File: src/rtl/seg_scan_ctrl.sv
// Time-multiplexed 7-segment scan controller: digit sequencing with blanking guard,
// zero/mask suppression and frame-aligned display updates over valid/ready.
module seg_scan_ctrl #(
    parameter int unsigned NUM_DIGITS  = 8,
    parameter int unsigned REFRESH_DIV = 50000,
    parameter int unsigned BLANK_CYC   = 500
) (
    input  logic        clk,
    input  logic        rst_n,
    input  logic        disp_en,
    input  logic        lz_en,
    input  logic        upd_valid,
    output logic        upd_ready,
    input  logic [31:0] upd_digits,
    input  logic [7:0]  upd_dp,
    input  logic [7:0]  upd_mask,
    output logic [2:0]  dig_sel,
    output logic [7:0]  an_n,
    output logic [6:0]  seg_n,
    output logic        dp_n,
    output logic        frame_tick
);

    localparam int unsigned CNT_MAX = (REFRESH_DIV > BLANK_CYC) ? REFRESH_DIV : BLANK_CYC;
    localparam int unsigned DIV_W   = (CNT_MAX > 1) ? $clog2(CNT_MAX) : 1;
    localparam logic [DIV_W-1:0] BLANK_LAST   = DIV_W'(BLANK_CYC - 1);
    localparam logic [DIV_W-1:0] REFRESH_LAST = DIV_W'(REFRESH_DIV - 1);
    localparam logic [2:0]       DIG_LAST     = 3'(NUM_DIGITS - 1);

    typedef enum logic [1:0] {ST_OFF, ST_BLANK, ST_DRIVE} state_e;

    state_e           state_q, state_d;
    logic [DIV_W-1:0] div_q, div_d;
    logic [2:0]       dig_q, dig_d;
    // Masks are held inverted (1 = dark) so the cleared register shows every digit.
    logic [31:0]      nib_q, nib_d, pnib_q, pnib_d;
    logic [7:0]       dpv_q, dpv_d, pdpv_q, pdpv_d;
    logic [7:0]       off_q, off_d, poff_q, poff_d;
    logic             pend_q, pend_d;
    logic [7:0]       an_q, an_d;
    logic [6:0]       seg_q, seg_d;
    logic             dp_q, dp_d;
    logic             ft_q, ft_d;
    logic             rdy_q, rdy_d;
    logic             frame_wrap;
    logic             dark_now;
    logic [3:0]       cur_nib;

    function automatic logic [6:0] seg_decode(input logic [3:0] v);
        case (v)
            4'h0: return 7'h40;
            4'h1: return 7'h79;
            4'h2: return 7'h24;
            4'h3: return 7'h30;
            4'h4: return 7'h19;
            4'h5: return 7'h12;
            4'h6: return 7'h02;
            4'h7: return 7'h78;
            4'h8: return 7'h00;
            4'h9: return 7'h10;
            4'hA: return 7'h08;
            4'hB: return 7'h03;
            4'hC: return 7'h46;
            4'hD: return 7'h21;
            4'hE: return 7'h06;
            4'hF: return 7'h0E;
        endcase
    endfunction

    // Dark when masked off, or a leading zero (digit 0 always shown).
    function automatic logic digit_dark(input logic [2:0] idx, input logic [31:0] nibs,
                                        input logic [7:0] off, input logic lz);
        logic hi_zero;
        hi_zero = 1'b1;
        for (int unsigned i = 0; i < 8; i++) begin
            if (i < NUM_DIGITS && i >= 32'(idx) && nibs[4*i +: 4] != 4'h0) hi_zero = 1'b0;
        end
        return off[idx] | (lz & (idx != 3'd0) & hi_zero);
    endfunction

    always_comb begin
        state_d    = state_q;
        div_d      = div_q;
        dig_d      = dig_q;
        nib_d      = nib_q;
        dpv_d      = dpv_q;
        off_d      = off_q;
        pnib_d     = pnib_q;
        pdpv_d     = pdpv_q;
        poff_d     = poff_q;
        pend_d     = pend_q;
        frame_wrap = 1'b0;
        an_d       = 8'hFF;
        seg_d      = 7'h7F;
        dp_d       = 1'b1;

        case (state_q)
            ST_OFF: begin
                state_d = ST_BLANK;
                div_d   = '0;
                dig_d   = 3'd0;
            end
            ST_BLANK: begin
                if (div_q == BLANK_LAST) begin
                    state_d = ST_DRIVE;
                    div_d   = '0;
                end else begin
                    div_d = div_q + 1'b1;
                end
            end
            ST_DRIVE: begin
                if (div_q == REFRESH_LAST) begin
                    state_d = ST_BLANK;
                    div_d   = '0;
                    if (dig_q == DIG_LAST) begin
                        dig_d      = 3'd0;
                        frame_wrap = 1'b1;
                    end else begin
                        dig_d = dig_q + 3'd1;
                    end
                end else begin
                    div_d = div_q + 1'b1;
                end
            end
            default: state_d = ST_OFF;
        endcase

        if (!disp_en) begin
            state_d    = ST_OFF;
            div_d      = '0;
            dig_d      = 3'd0;
            frame_wrap = 1'b0;
        end

        // Pending word lands only on a frame boundary (or immediately while dark).
        if (pend_q && (frame_wrap || state_q == ST_OFF)) begin
            nib_d  = pnib_q;
            dpv_d  = pdpv_q;
            off_d  = poff_q;
            pend_d = 1'b0;
        end else if (upd_valid && rdy_q) begin
            pnib_d = upd_digits;
            pdpv_d = upd_dp;
            poff_d = ~upd_mask;
            pend_d = 1'b1;
        end

        cur_nib  = nib_d[{dig_d, 2'b00} +: 4];
        dark_now = digit_dark(dig_d, nib_d, off_d, lz_en);
        if (state_d != ST_OFF) begin
            seg_d = seg_decode(cur_nib);
            dp_d  = ~(dpv_d[dig_d] & ~dark_now);
            if (state_d == ST_DRIVE && !dark_now) an_d = ~(8'd1 << dig_d);
        end
        ft_d  = frame_wrap;
        rdy_d = ~pend_d;
    end

    always_ff @(posedge clk) begin
        if (!rst_n) begin
            state_q <= ST_OFF;
            div_q   <= '0;
            dig_q   <= 3'd0;
            nib_q   <= '0;
            dpv_q   <= '0;
            off_q   <= '0;
            pnib_q  <= '0;
            pdpv_q  <= '0;
            poff_q  <= '0;
            pend_q  <= 1'b0;
            an_q    <= 8'hFF;
            seg_q   <= 7'h7F;
            dp_q    <= 1'b1;
            ft_q    <= 1'b0;
            rdy_q   <= 1'b1;
        end else begin
            state_q <= state_d;
            div_q   <= div_d;
            dig_q   <= dig_d;
            nib_q   <= nib_d;
            dpv_q   <= dpv_d;
            off_q   <= off_d;
            pnib_q  <= pnib_d;
            pdpv_q  <= pdpv_d;
            poff_q  <= poff_d;
            pend_q  <= pend_d;
            an_q    <= an_d;
            seg_q   <= seg_d;
            dp_q    <= dp_d;
            ft_q    <= ft_d;
            rdy_q   <= rdy_d;
        end
    end

    assign dig_sel    = dig_q;
    assign an_n       = an_q;
    assign seg_n      = seg_q;
    assign dp_n       = dp_q;
    assign frame_tick = ft_q;
    assign upd_ready  = rdy_q;

endmodule

File: config.mk
export PLATFORM = sky130hd
export DESIGN_NAME = seg_scan_ctrl
export DESIGN_NICKNAME = d
export VERILOG_FILES = /design/src/rtl/seg_scan_ctrl.sv
export SDC_FILE = /design/constraint.sdc
export NUM_CORES = 1
export LEC_CHECK = 0
export CORE_MARGIN = 2
export CORE_UTILIZATION = 56
export CTS_BUF_LIST = sky130_fd_sc_hd__clkbuf_16
export CTS_CLUSTER_DIAMETER = 60
export CTS_CLUSTER_SIZE = 16
export DETAILED_ROUTE_END_ITERATION = 6
export PLACE_DENSITY = 0.8
export SKIP_CTS_REPAIR_TIMING = 1
export SLEW_MARGIN = 20
export SYNTH_ARGS = -nofsm -noshare
export SYNTH_HDL_FRONTEND = slang
export SYNTH_SLANG_ARGS = --single-unit
File: constraint.sdc
create_clock -name clk -period 4.3 [get_ports clk]
set_input_delay 0.43 -clock clk [delete_from_list [all_inputs] [get_ports clk]]
set_output_delay 0.43 -clock clk [all_outputs]
set_load 0.01 [all_outputs]
=== After elaboration in Yosys (flattened, before gate mapping) ===
Memories as Yosys holds them, arrays and structs flattened. A register that Yosys moved wholly into a read port is not among the register bits.
Index checks and enable logic that the tools add are counted.

* $lt $le $gt $ge: 8
* Bitwise gates (word level): 10
* Reductions and logical operators: 29
* Eq/ne operators: 6
* $add $sub $neg: 2
* Divide/modulo/power cells: 0
* Mux-type cells: 32
* Shift-type cells: 2
* Multiply operators: 0

{| class="wikitable"
|+ Operators by type and width
! cell !! number
|-
| 16-bit one-hot mux with 3 select lines || 1
|-
| 16-bit 2-to-1 mux || 2
|-
| 32-bit 2-to-1 mux || 1
|-
| 4-bit nonzero test || 8
|-
| 32-bit by 6-bit variable part select with 4-bit output || 1
|-
| 16-bit by 1-bit adder with 16-bit output, second input constant || 1
|-
| 16-bit equality test, second input constant || 1
|-
| 16-bit by 9-bit equality test with 1-bit output, second input constant || 1
|-
| 1-bit 2-to-1 mux || 16
|-
| 8-bit 2-to-1 mux || 2
|-
| 8-bit NOT || 2
|-
| 1-bit logical AND || 10
|-
| 3-bit >= comparator, first input constant || 3
|-
| 3-bit 2-to-1 mux || 3
|-
| 1-bit by 3-bit left shift with 8-bit output, first input constant || 1
|-
| 1-bit binary-select mux with 3-bit select || 2
|-
| 1-bit by 3-bit >= comparator with 1-bit output, first input constant || 2
|-
| 2-bit by 3-bit >= comparator with 1-bit output, first input constant || 2
|-
| 2-bit 2-to-1 mux || 3
|-
| 2-bit one-hot mux with 3 select lines || 1
|-
| 3-bit one-hot mux with 2 select lines || 1
|-
| 2-bit AND reduction || 3
|-
| 3-bit nonzero test || 2
|-
| 2-bit equality test, second input constant || 2
|-
| other kinds (12) || 18
|}

* Word-level logic and storage cells: 104
* Flip-flop bits (word level): 129
* Memories kept: 1
* Input port bits: 53
* Bits in latches: 0
* ROM bits: 112
* Memory bits (writable): 0

{| class="wikitable"
|+ Memories
! name !! words !! bits a word !! read ports !! clocked after Yosys merged registers in !! write ports !! RTL line !! text
|-
| (name not given) || 16 || 7 || 1 || 1 || 0 || 50 || <nowiki>case (v)</nowiki>
|}

=== Longest topological paths before layout ===
* Depth after elaboration: 23
* Mapped depth: 17
* Gate-level depth less buffers: 14

=== Least setup slack after synthesis ===
OpenSTA, ideal clock, no wires.

* Path kind: register to register
* From: register div_q[11]
* To: register seg_q[0], in the netlist seg_n[0]
* Path buffers: 3
* Clock period less this slack: 3351 ps
* Setup time: 65 ps
* Setup slack: 949 ps
* Arrival: 3286 ps
* Required time: 4235 ps
* Stages on the path, launching flop included: 16
* Path through: dfxtp_1 -> or3_4 -> nor4_4 -> a21oi_2 -> buf_6 -> buf_6 -> buf_6 -> mux2i_1 -> nand2_1 -> a31oi_1 -> o221ai_2 -> inv_1 -> ha_1 -> or3b_1 -> a21oi_1 -> nand4b_1

* Cells in the longest elaborated chain, start to end: 8
* Elaborated cells between the ends (all ways): 19

{| class="wikitable"
|+ Ends and longest elaborated chain
! element !! RTL line !! text
|-
| from (decl) || 33 || <nowiki>logic [DIV_W-1:0] div_q, div_d;</nowiki>
|-
| from (signal assigned) || 178 || <nowiki>div_q <= div_d;</nowiki>
|-
| 16-bit equality test || 112 || <nowiki>if (div_q == REFRESH_LAST) begin</nowiki>
|-
| 1-bit 2-to-1 mux || 112 ||
|-
| 1-bit 2-to-1 mux || 97 || <nowiki>case (state_q)</nowiki>
|-
| 1-bit 2-to-1 mux || 128 || <nowiki>if (!disp_en) begin</nowiki>
|-
| 1-bit logical OR || 136 || <nowiki>if (pend_q && (frame_wrap || state_q == ST_OFF)) begin</nowiki>
|-
| 1-bit logical AND || 136 ||
|-
| 32-bit 2-to-1 mux || 136 ||
|-
| 32-bit by 6-bit variable part select with 4-bit output || 148 || <nowiki>cur_nib = nib_d[{dig_d, 2'b00} +: 4];</nowiki>
|-
| to (decl) || 41 || <nowiki>logic [6:0] seg_q, seg_d;</nowiki>
|}

Parallel ways exist; a longest one is shown, timed or not.
A chain may end at the register's enable or synchronous reset.

=== Final worst setup path ===
* From: register div_q[0]
* To: register seg_q[0], in the netlist seg_n[0]

The elaborated chain is that of the path after synthesis.

==> results_dict.tcl <==
set metrics [dict create \
    cts-root-to-sink-buffers 2 \
    synthesis.instances 692 \
    route.detailed.vias_per_inst 5.75 \
    layout.core_utilization 0.701 \
    slew_violations 0 \
    drc 0 \
    multiInputGateArea_um2 3120 \
    setup_tns_ns 0 \
    path_max_fanout 22 \
    power.static_leakage_nw 3.14 \
    synth_edf_count 0 \
    post_synth_num_cell_types 74 \
    mappedNetlistNets 759 \
    cts-htree-levels 4 \
    wirelength_mm 14.6 \
    final.setup_skew_ns 0.00805 \
    status "finished clean" \
    top_level_ports 74 \
    synth.most_common_cell "dfxtp_1" \
    post_route_cell_area_um2 7530 \
    worst_ir_drop_vdd_mv 0.321 \
    worst-endpoint-required_ns 4.60 \
    yosysWarningCount 0 \
    initial_utilization 0.569 \
    synth_commonest_cells "dfxtp_1 (136), nand2_1 (122), nor2_1 (90), mux2i_1 (60), a21oi_1 (52)" \
    cts.sinks 136 \
    slowest_stage "o41a_1" \
    antenna_violations_before_repair 0 \
    die_w_um 108 \
    fp.dieArea_um2 11800 \
    port-buffer-count 73 \
    post_synth_instance_area_um2 6110 \
    worst_skew_pair.late_latency_ns 0.42 \
    setup.worst_path.end_class "register" \
    seq_area_frac_synth 0.446 \
    area_post_placement_um2 6870 \
    design_power_total_w 0.00328 \
    grt_pass1_vias 4864 \
    timing.reg2reg.setup_slack_ns 0.49 \
    grt_max_degree 99 \
    max_cap_violations 0 \
    globalRouteOverflowTotal 0 \
    final_min_period_over_clock_period 0.886 \
    post_synth_main_area_contributors "dfxtp_1 (45%), mux2i_1 (9.8%), nand2_1 (7.5%)" \
    worst_hold_path_type "register to register" \
    finalHoldViolCount 0 \
    clock-root-buffer "clkbuf_16" \
    final.hold.worst_slack_ns 0.457 \
    async_flop_share 0 \
    drt-initial-drc-count 373 \
    fraction_of_final_layout_cells_sized_beyond_drive_strength_1 0.0824 \
    timing.critical_path.cells "ha_1 -> nand4b_1 -> o41a_1 -> o221ai_2 -> buf_4 -> nor2_1 -> a211oi_2 -> a31oi_1 -> o221ai_2 -> inv_1 -> ha_1 -> or3b_1 -> a21oi_1 -> nand4b_1" \
    fin_nets 819 \
    detailroute.via_count 5208 \
    detailedPlacementHpwl_mm 10.2 \
    crit_cells 14 \
    worstRegToRegCells 14 \
    gp_routability_congestion 0.894 \
    clk_pin_slew_ns 0.06 \
    flow.area_growth_from_synthesis_pct 23.2 \
    worst_hold_path.num_cells 2 \
    n_fill_cell 816 \
    routed_wire_length_per_instance_um 16.2 \
    core_um2 10700 \
    largest_stage_delay_on_the_critical_path_ns 0.58 \
    final_number_of_setup_violating_endpoints 0 \
    period_minus_slack_ns 3.81 \
    synth.avg_cell_area_um2 8.83 \
    drt_pre_antenna_iters 7 \
    slew_headroom 0.320 \
    setup.worst_path.class "register to register" \
    timing.critical_path.arrival_ns 4.11 \
    cts-buffers-inserted 17 \
    synth_area_leader_cell "dfxtp_1" \
    yosysTopAreaCellShare 0.446 \
    grt_first_pass_wirelength_mm 23.2 \
    max_slew.worst_pin.slew_ns 1.02 \
    path_delay_family "compound AO/OA/AOI/OAI gates" \
    rsz0062_at_grt "no" \
    tritoncts "built" \
    yosys_register_bits 136 \
    crit_buf_inv 2 \
    area.sequential_um2 2720 \
    floorplan.die.height_um 108 \
    detail-route-antenna-nets 0 \
    crit_path_start_kind "register" \
    max_freq_mhz 263 \
    global_route.usage.total 0.256 \
    core.rowCount 38 \
    most_common_flop_cell_mapped_by_yosys "dfxtp_1" \
    insertedDiodeCount 0 \
    p_per_area_nw_per_um2 435 \
]
==> tightest hold or removal path: stages, from the launching register on <==
cell and delay [ns]:
dfxtp_1 0.31, nand2_1 0.05, a21oi_1 0.05
==> path summary, 6_finish.rpt <==
kind                            startpoint  endpoint
worst max-delay path              div_q[0]  seg_n[0]
worst min-delay path              nib_q[1]  nib_q[1]
worst max register to register    div_q[0]  seg_n[0]
worst min register to register    nib_q[1]  nib_q[1]
==> cells by family after synthesis <==
family	share of synthesized area
AO/OA/AOI/OAI	0.139
XOR/XNOR	0.0201
adder cells (fa/ha/maj)	0.0287
buffers and inverters	0.0455
flip-flops	0.446
multiplexers	0.110
AND/OR/NAND/NOR	0.211
==> state kept, by name (all words and copies together), names as in the netlist <==
register,cells
nib_q,32
pnib_q,32
div_q,16
an_n,8
dpv_q,8
off_q,8
pdpv_q,8
poff_q,8
seg_n,7
dig_sel,3
state_q,2
dp_n,1
frame_tick,1
pend_q,1
upd_ready,1
==> per-layer routing <==
layer	up-vias	GRT usage	share of wire
li1	2534	-	-
met1	2438	0.303	0.42
met2	202	0.442	0.50
met3	34	0.0687	0.061
met4	0	0.101	0.019
met5	-	0	0
==> metrics by stage <==
step                      worst slack, ns  instances
final                               0.492        905
after global routing                0.220        905
after CTS                           0.526        905
after detailed placement            0.525        873
after global placement              0.656        873
after floorplan                     0.949        692
==> placed cells by master, fill, tap and decap left out, drive strengths merged, types with 3 or more instances in the layout <==
cell type | netlist | final
nand2 | 122 | 122
o211ai | 4 | 4
nor4 | 10 | 10
buf | 19 | 9
or4 | 5 | 5
clkinv | 0 | 6
nor2 | 90 | 90
nor3 | 5 | 5
a221o | 3 | 3
dfxtp | 136 | 136
a211oi | 12 | 12
nand4b | 5 | 5
o22ai | 3 | 3
ha | 14 | 14
nor2b | 5 | 5
a21oi | 53 | 53
and3 | 5 | 5
or2 | 4 | 4
clkdlybuf4s50 | 0 | 73
xnor2 | 4 | 4
mux2i | 62 | 62
nand3 | 26 | 26
mux2 | 3 | 3
xor2 | 10 | 10
inv | 12 | 12
o221ai | 7 | 7
clkinvlp | 0 | 3
clkbuf | 22 | 17
o21a | 6 | 6
o21ai | 13 | 13
bufinv | 0 | 6
==> where the power goes <==
| part | leakage (nW) | switching [W] | internal (W) |
|---|---|---|---|
| Combinational | 1.71 | 0.000163 | 0.000142 |
| Clock | 0.316 | 0.000537 | 0.00108 |
| Sequential | 1.11 | 0.0000410 | 0.00132 |
==> area by class of cell <==
cell class                 instances  area share
sequential                       136       0.362
tap                              140      0.0233
multi-input combinational        503       0.414
inverter                          12     0.00598
clock buffer                      17      0.0565
timing repair buffer              82       0.108
clock inverter                    15      0.0307
No activity file was read; power rests on OpenSTA's default activity.
